File: src/rtl/efuse_seq_ctrl_if.sv
// efuse_seq_ctrl_if: request, timing, eFuse mux and shadow-write signals of the eFuse sequencer
interface efuse_seq_ctrl_if #(parameter int CW = 8);
  logic          rd_start;
  logic          wr_req;
  logic [7:0]    wr_addr;
  logic [CW-1:0] t_setup;
  logic [CW-1:0] t_rd;
  logic [CW-1:0] t_pgm;
  logic [CW-1:0] t_hold;
  logic          efuse_pgmen;
  logic          efuse_rden;
  logic          efuse_aen;
  logic [7:0]    efuse_addr;
  logic          busy_read;
  logic          busy_write;
  logic [7:0]    read_rdata;
  logic          sh_we;
  logic [7:0]    sh_addr;
  logic [7:0]    sh_wdata;
  logic          rd_done;
  logic          wr_done;
  logic          wr_err;
  logic          req_drop;
  modport master (
    input  rd_start, wr_req, wr_addr, t_setup, t_rd, t_pgm, t_hold, read_rdata,
    output efuse_pgmen, efuse_rden, efuse_aen, efuse_addr, busy_read, busy_write,
           sh_we, sh_addr, sh_wdata, rd_done, wr_done, wr_err, req_drop
  );
  modport slave (
    output rd_start, wr_req, wr_addr, t_setup, t_rd, t_pgm, t_hold, read_rdata,
    input  efuse_pgmen, efuse_rden, efuse_aen, efuse_addr, busy_read, busy_write,
           sh_we, sh_addr, sh_wdata, rd_done, wr_done, wr_err, req_drop
  );
endinterface

File: src/rtl/efuse_seq_ctrl.sv
// efuse_seq_ctrl: eFuse read-all / program-one-bit timing sequencer.
// Define EFUSE_AUTOLOAD_EN to start a read-all one cycle after reset release.
module efuse_seq_ctrl #(
  parameter int NR = 64,
  parameter int NW = 64,
  parameter int CW = 8
) (
  input logic clk,
  input logic rst_n,
  efuse_seq_ctrl_if.master bus
);
  typedef enum logic [2:0] {IDLE, RD_SETUP, RD_STROBE, RD_HOLD, WR_SETUP, WR_STROBE, WR_HOLD} state_t;
  state_t state, nxt;
  logic [CW-1:0] cnt, tsel, ld;
  logic [7:0] idx, idx_nxt, waddr;
  logic last, idle, auto_go, start_rd, start_wr, bad_wr, hold_done, last_byte, nxt_rd, nxt_wr;
`ifdef EFUSE_AUTOLOAD_EN
  logic auto_pend;
  assign auto_go = auto_pend;
`else
  assign auto_go = 1'b0;
`endif
  assign last      = cnt == '0;
  assign idle      = state == IDLE;
  assign start_rd  = idle && (bus.rd_start || auto_go);
  assign start_wr  = idle && !start_rd && bus.wr_req && int'(bus.wr_addr) < NW;
  assign bad_wr    = idle && !start_rd && bus.wr_req && int'(bus.wr_addr) >= NW;
  assign hold_done = state == RD_HOLD && last;
  assign last_byte = idx == 8'(NR - 1);
  assign idx_nxt   = hold_done ? (last_byte ? 8'd0 : idx + 8'd1) : idx;
  always_comb begin
    nxt = state;
    case (state)
      IDLE:      nxt = start_rd ? RD_SETUP : start_wr ? WR_SETUP : IDLE;
      RD_SETUP:  nxt = last ? RD_STROBE : RD_SETUP;
      RD_STROBE: nxt = last ? RD_HOLD : RD_STROBE;
      RD_HOLD:   nxt = last ? (last_byte ? IDLE : RD_SETUP) : RD_HOLD;
      WR_SETUP:  nxt = last ? WR_STROBE : WR_SETUP;
      WR_STROBE: nxt = last ? WR_HOLD : WR_STROBE;
      WR_HOLD:   nxt = last ? IDLE : WR_HOLD;
      default:   nxt = IDLE;
    endcase
  end
  assign nxt_rd = nxt inside {RD_SETUP, RD_STROBE, RD_HOLD};
  assign nxt_wr = nxt inside {WR_SETUP, WR_STROBE, WR_HOLD};
  // Timing inputs are sampled only when a state is entered; zero counts act as one cycle.
  assign tsel = nxt inside {RD_SETUP, WR_SETUP} ? bus.t_setup :
                nxt == RD_STROBE ? bus.t_rd : nxt == WR_STROBE ? bus.t_pgm : bus.t_hold;
  assign ld   = (nxt == IDLE || tsel == '0) ? '0 : tsel - CW'(1);
  always_ff @(posedge clk or negedge rst_n) begin
    if (!rst_n) begin
      state           <= IDLE;
      cnt             <= '0;
      idx             <= '0;
      waddr           <= '0;
      bus.efuse_pgmen <= 1'b0;
      bus.efuse_rden  <= 1'b0;
      bus.efuse_aen   <= 1'b0;
      bus.efuse_addr  <= '0;
      bus.busy_read   <= 1'b0;
      bus.busy_write  <= 1'b0;
      bus.sh_we       <= 1'b0;
      bus.sh_addr     <= '0;
      bus.sh_wdata    <= '0;
      bus.rd_done     <= 1'b0;
      bus.wr_done     <= 1'b0;
      bus.wr_err      <= 1'b0;
      bus.req_drop    <= 1'b0;
`ifdef EFUSE_AUTOLOAD_EN
      auto_pend       <= 1'b1;
`endif
    end else begin
      state           <= nxt;
      cnt             <= (nxt != state) ? ld : (last ? cnt : cnt - CW'(1));
      idx             <= idx_nxt;
      waddr           <= start_wr ? bus.wr_addr : waddr;
      bus.efuse_pgmen <= nxt_wr;
      bus.efuse_rden  <= nxt_rd;
      bus.efuse_aen   <= nxt == RD_STROBE || nxt == WR_STROBE;
      bus.efuse_addr  <= nxt_rd ? idx_nxt : nxt_wr ? (start_wr ? bus.wr_addr : waddr) : 8'd0;
      bus.busy_read   <= nxt_rd;
      bus.busy_write  <= nxt_wr;
      bus.sh_we       <= hold_done;
      bus.sh_addr     <= hold_done ? idx : bus.sh_addr;
      bus.sh_wdata    <= hold_done ? bus.read_rdata : bus.sh_wdata;
      bus.rd_done     <= hold_done && last_byte;
      bus.wr_done     <= (state == WR_HOLD && last) || bad_wr;
      bus.wr_err      <= bad_wr;
      bus.req_drop    <= (!idle && (bus.rd_start || bus.wr_req)) ||
                         (start_rd && (bus.wr_req || (auto_go && bus.rd_start)));
`ifdef EFUSE_AUTOLOAD_EN
      auto_pend       <= 1'b0;
`endif
    end
  end
endmodule

File: src/flat_wrapper.sv
// flat-port wrapper written by rule: the top's interface ports become plain ports
module efuse_seq_ctrl_flat 
#(
  parameter int NR = 64,
  parameter int NW = 64,
  parameter int CW = 8
)
  (clk, rst_n, bus_rd_start, bus_wr_req, bus_wr_addr, bus_t_setup, bus_t_rd, bus_t_pgm, bus_t_hold, bus_read_rdata, bus_efuse_pgmen, bus_efuse_rden, bus_efuse_aen, bus_efuse_addr, bus_busy_read, bus_busy_write, bus_sh_we, bus_sh_addr, bus_sh_wdata, bus_rd_done, bus_wr_done, bus_wr_err, bus_req_drop);
  efuse_seq_ctrl_if #(.CW(CW)) bus_i ();
  input logic clk;
  input logic rst_n;
  input wire logic [$bits(bus_i.rd_start)-1:0] bus_rd_start;
  input wire logic [$bits(bus_i.wr_req)-1:0] bus_wr_req;
  input wire logic [$bits(bus_i.wr_addr)-1:0] bus_wr_addr;
  input wire logic [$bits(bus_i.t_setup)-1:0] bus_t_setup;
  input wire logic [$bits(bus_i.t_rd)-1:0] bus_t_rd;
  input wire logic [$bits(bus_i.t_pgm)-1:0] bus_t_pgm;
  input wire logic [$bits(bus_i.t_hold)-1:0] bus_t_hold;
  input wire logic [$bits(bus_i.read_rdata)-1:0] bus_read_rdata;
  output wire logic [$bits(bus_i.efuse_pgmen)-1:0] bus_efuse_pgmen;
  output wire logic [$bits(bus_i.efuse_rden)-1:0] bus_efuse_rden;
  output wire logic [$bits(bus_i.efuse_aen)-1:0] bus_efuse_aen;
  output wire logic [$bits(bus_i.efuse_addr)-1:0] bus_efuse_addr;
  output wire logic [$bits(bus_i.busy_read)-1:0] bus_busy_read;
  output wire logic [$bits(bus_i.busy_write)-1:0] bus_busy_write;
  output wire logic [$bits(bus_i.sh_we)-1:0] bus_sh_we;
  output wire logic [$bits(bus_i.sh_addr)-1:0] bus_sh_addr;
  output wire logic [$bits(bus_i.sh_wdata)-1:0] bus_sh_wdata;
  output wire logic [$bits(bus_i.rd_done)-1:0] bus_rd_done;
  output wire logic [$bits(bus_i.wr_done)-1:0] bus_wr_done;
  output wire logic [$bits(bus_i.wr_err)-1:0] bus_wr_err;
  output wire logic [$bits(bus_i.req_drop)-1:0] bus_req_drop;
  assign bus_i.rd_start = bus_rd_start;
  assign bus_i.wr_req = bus_wr_req;
  assign bus_i.wr_addr = bus_wr_addr;
  assign bus_i.t_setup = bus_t_setup;
  assign bus_i.t_rd = bus_t_rd;
  assign bus_i.t_pgm = bus_t_pgm;
  assign bus_i.t_hold = bus_t_hold;
  assign bus_i.read_rdata = bus_read_rdata;
  assign bus_efuse_pgmen = bus_i.efuse_pgmen;
  assign bus_efuse_rden = bus_i.efuse_rden;
  assign bus_efuse_aen = bus_i.efuse_aen;
  assign bus_efuse_addr = bus_i.efuse_addr;
  assign bus_busy_read = bus_i.busy_read;
  assign bus_busy_write = bus_i.busy_write;
  assign bus_sh_we = bus_i.sh_we;
  assign bus_sh_addr = bus_i.sh_addr;
  assign bus_sh_wdata = bus_i.sh_wdata;
  assign bus_rd_done = bus_i.rd_done;
  assign bus_wr_done = bus_i.wr_done;
  assign bus_wr_err = bus_i.wr_err;
  assign bus_req_drop = bus_i.req_drop;
  efuse_seq_ctrl #(.NR(NR), .NW(NW), .CW(CW)) u_core (.clk(clk), .rst_n(rst_n), .bus(bus_i));
endmodule
File: config.mk
export PLATFORM = sky130hd
export DESIGN_NAME = efuse_seq_ctrl_flat
export DESIGN_NICKNAME = d
export VERILOG_FILES = /design/src/rtl/efuse_seq_ctrl_if.sv /design/src/rtl/efuse_seq_ctrl.sv /design/src/flat_wrapper.sv
export SDC_FILE = /design/constraint.sdc
export NUM_CORES = 1
export LEC_CHECK = 0
export CORE_MARGIN = 5
export CORE_UTILIZATION = 35
export DETAILED_ROUTE_END_ITERATION = 8
export PLACE_DENSITY = 0.63
export SYNTH_ARGS = -nofsm -noshare
export SYNTH_HDL_FRONTEND = slang
export SYNTH_SLANG_ARGS = --single-unit
File: constraint.sdc
create_clock -name clk -period 8.2 [get_ports clk]
set_input_delay 1.64 -clock clk [delete_from_list [all_inputs] [get_ports clk]]
set_output_delay 1.64 -clock clk [all_outputs]
set_load 0.02 [all_outputs]
==> results.txt <==
----------------------------------------------------
[Global routing]
  Wire length of the first global-routing pass ... 14020 um
  Maximum number of pins on one net before global-route repair ... 60
  Total routing resource utilization after global routing ... 15.37%
  GRT Residual Overflow ... 0
  Number of antenna violations at the first check in global routing ... 0
  Number of global-route vias before repair ... 2850

[Clock network]
  # clock sinks ... 59
  Number of CTS-inserted buffers ... 9
  H-Tree Level Count ... 3
  Resize count post-CTS ... 0
  Postcts setup bufs ... 0
  Hold buffer count at cts ... 0
  Latest clock arrival within the worst-skew pair ... 0.34 ns
  Clock root buffer ... clkbuf_8
  Clock-pin slew on the worst setup and hold paths ... 0.07 ns
  Buffer depth of the longest clock path ... 2
  CTS tree ... yes

[Pwr]
  Part of the power in registers ... 31.4%
  Switching portion of total power ... 41.11%
  Cell internal pwr ... 0.0007639 W
  Leakage power of the design ... 1.915 nW
  Power dissipated by switching net loads ... 0.0005333 W
  Pwr/cell area ... 302.6 nW/um^2
  Clock network fraction of design power ... 18.5%
  Combinational cell fraction of total power ... 50.2%
  Peak ir drop on the vdd network ... 0.1143 mV

[Placement]
  Post-detailed-placement cell area ... 4106 sq um
  Number of port buffers ... 85
  Number of instances in the placed design ... 538
  Routability congestion estimate from global placement ... 0.9110
  Dpl hpwl ... 6313 um

[Die]
  Standard cell core area ... 8806 sq um
  Floorplan die height ... 105.4 um
  Initial core utilization ... 36.15%
  Placement Rows ... 34
  Die outline area ... 11100 sq um
  Horiz. Die Dim ... 105.4 um
  Number of primary I/O pins ... 86

[Finish]
  Final layout net count ... 497
  FILL cells ... 837
  Final instance area ... 4287 sq um
  Most common cell after layout, fill and taps aside ... nand2_1
  Diode insertion count for antenna repair ... 0
  Combined flip-flop and latch cell area ... 1476 sq um
  Most frequent cells in the layout ... nand2_1 (93), clkdlybuf4s50_1 (84), dfrtp_1 (59), nor2_1 (31), nand3_1 (14)
  Synthesis-to-finish area growth ... 34.67%
  Multi-input combinational cell area ... 1585 sq um
  Final cell count without fillers ... 554
  Fraction of final layout cells sized beyond drive strength 1 ... 7.399%

[Synthesis]
  Proportion of synthesized chip area in sequential cells ... 46.38%
  Share of synthesized area spent on multiplexers ... 3.656%
  Main flop type after synthesis ... dfrtp_1
  Fraction of synthesis flops using an asynchronous set or reset pin ... 100.0%
  Synthesized netlist cell count ... 358
  Largest family of logic cells by synthesized area ... simple AND/OR/NAND/NOR gates
  Cell type with the highest aggregate area in the netlist ... dfrtp_1
  Number of library cell types mapped by synthesis ... 64
  Number of enable flip-flop cells after synthesis ... 0
  Largest cells by area after synthesis ... dfrtp_1 (46%), nand2_1 (11%), nor2_1 (3.7%)
  Area share of and/or/nand/nor cells after synthesis ... 26.26%
  Adder-cell share of the synthesized area ... 1.887%
  Area share of xor/xnor cells in the synthesized design ... 3.027%
  Complex-gate fraction of the synthesized area ... 14.82%
  Post-synth top area share ... 46.38%
  Net count after synthesis ... 414
  Average size of a mapped cell ... 8.891 sq um
  Yosys warning count ... 0
  Post-synthesis instance area ... 3183 sq um
  Flip-flop and latch count after synthesis ... 59

[Routing]
  Wire length reported by the detailed router ... 8377 um
  Detailed-router iteration count before antenna repair ... 4
  Number of vias per cell ... 5.114
  First DRT Iteration DRCs ... 150
  Detail-routed net length per standard cell ... 15.12 um
  Via total after detailed routing ... 2833
  DRC violations left ... 0
  Post-route antenna net violation count ... 0

[Critical path]
  Data arrival at the endpoint of the critical path ... 5.06 ns
  Critical path, cell by cell ... clkdlybuf4s50_1 > nand2b_1 > nor4_4 > a211oi_2 > buf_4 > o211ai_1 > nand3_1 > mux2i_1 > ha_1 > inv_1 > o31ai_2 > nand4_1 > mux2_1 > a211oi_2
  Crit path capture type ... register
  Category of cells accounting for the largest share of critical-path delay ... simple AND/OR/NAND/NOR gates
  Biggest fanout along the worst timing path ... 18
  Setup Crit Path Kind ... input port to register
  Cell repeated most along the worst path ... a211oi_2
  Buffering stage count on the worst path with inverters included ... 3
  Critical Path Source Type ... input port
  Crit path required time ... 8.45 ns
  Cell with the largest stage delay on the worst path ... nor4_4
  Slowest cell delay on critical path ... 0.49 ns

[Timing]
  Max-slew violation total from the final report ... 0
  Worst slew pin tran ... 0.8041 ns
  Worst-case clock skew ... 0.007747 ns
  Maximum clock rate ... 208.1 MHz
  RSZ-0062 raised after global routing ... false
  Tightest slew margin relative to the limit ... 45.90%
  Share of the cycle needed by the critical path after routing ... 58.59%
  Shortest clock period the worst path allows after layout ... 4.805 ns
  Total Neg Setup Slack ... 0 ns
  Total count of hold-check failures in the final report ... 0
  Final setup violation count ... 0

[Run]
  Max capacitance violation total ... 0

[Run status]
  Run status ... complete, no violations

[Min path]
  Class of the worst hold path ... register to register

----------------------------------------------------
==> stage by stage <==
| stage | setup WS [ns] | util [%] | total power, W | hold WS (ns) |
|---|---|---|---|---|
| after floorplan | 4.017 | - | 0.0008729 | 0.4416 |
| final | 3.395 | 48.68 | 0.001297 | 0.4639 |
| after global placement | 3.201 | 46.63 | 0.001051 | 0.4491 |
| after detailed placement | 3.042 | 46.63 | 0.001063 | 0.4542 |
| after CTS | 3.406 | 48.68 | 0.001307 | 0.4701 |
| after global routing | 3.100 | 48.68 | 0.001397 | 0.4807 |
==> cells by family (layout without fill, tap and decap cells) <==
family,count (synthesis),in the layout
simple gates,181,181
compound gates,64,64
flops,59,59
buf+inv,27,115
xor+xnor,11,11
mux,11,11
fa+ha+maj,5,5
==> sequential cells by signal, summed over array words and instances (netlist names) <==
signal	count
u_core.bus.req_drop	1
u_core.bus.rd_done	1
u_core.state	3
u_core.bus.efuse_aen	1
u_core.bus.efuse_pgmen	1
u_core.bus.wr_err	1
u_core.bus.sh_we	1
u_core.waddr	8
u_core.bus.efuse_rden	1
u_core.idx	8
u_core.bus.efuse_addr	8
u_core.cnt	8
u_core.bus.wr_done	1
u_core.bus.sh_wdata	8
u_core.bus.sh_addr	8
==> metal layers <==
metal	up-vias	wire (um)	GRT usage [%]
met4	0	242	6.186
li1	1410	-	-
met1	1290	3731	20.08
met3	26	575	4.462
met2	107	3827	23.95
met5	-	0	0
==> worst reg2reg max path: stages (launching register included) <==
cell and delay (ns):
dfrtp_1 0.54, or3_1 0.51, nor4_4 0.57, a211oi_2 0.14
buf_4 0.24, o211ai_1 0.19, nand3_1 0.13, mux2i_1 0.26
ha_1 0.22, inv_1 0.06, o31ai_2 0.31, nand4_1 0.16
mux2_1 0.35, a211oi_2 0.14
==> Yosys cell counts (2+ instances only) <==
cell and number:
nor2_1 31, mux2i_1 8, o32ai_1 2, nand2b_1 4
buf_6 2, buf_4 2, clkbuf_1 9, nor4_1 3
nor2b_1 4, a21oi_1 11, or3_1 2, buf_2 2
nand3_1 14, xor2_1 4, a32oi_1 2, o31ai_1 2
o21ai_0 8, and2_1 4, or4_1 2, a211oi_1 2
a211oi_2 3, xnor2_1 7, dfrtp_1 59, a31oi_1 5
ha_1 4, nor3_1 9, nand2_1 93, a21o_1 5
nand4_1 4, inv_1 10, o211ai_1 8
==> power groups by stage <==
stage	sequential [W]	combinational [W]	clock [W]
detailed placement	0.000412	0.000651	0
global route	0.000418	0.000720	0.000259
floorplan	0.000430	0.000442	0
finish	0.000407	0.000651	0.000239
CTS	0.000407	0.000653	0.000248
global placement	0.000409	0.000642	0
==> layout make-up <==
cell class,count,area share (%)
repair buffers,88,20.26
inverters,11,0.9632
well taps,108,3.152
clock inverters,4,0.5838
clock buffers,12,3.619
multi-input cells,272,36.98
flip-flops and latches,59,34.44
==> worst paths after layout <==
check	startpoint	endpoint	slack (ns)	cells after the start
min reg2reg	u_core.bus.sh_addr[3]$_DFFE_PN0P_	u_core.bus.sh_addr[3]$_DFFE_PN0P_	0.46	2
min	u_core.bus.sh_addr[3]$_DFFE_PN0P_	u_core.bus.sh_addr[3]$_DFFE_PN0P_	0.46	2
max reg2reg	u_core.state[1]$_DFF_PN0_	u_core.cnt[6]$_DFFE_PN0P_	4.28	13
min in group asynchronous	rst_n	u_core.bus.sh_wdata[3]$_DFFE_PN0P_	1.45	2
max in group asynchronous	rst_n	u_core.bus.efuse_rden$_DFF_PN0_	6.27	2
max	bus_rd_start	u_core.cnt[6]$_DFFE_PN0P_	3.40	14
Power figures use the tool's default switching activity.
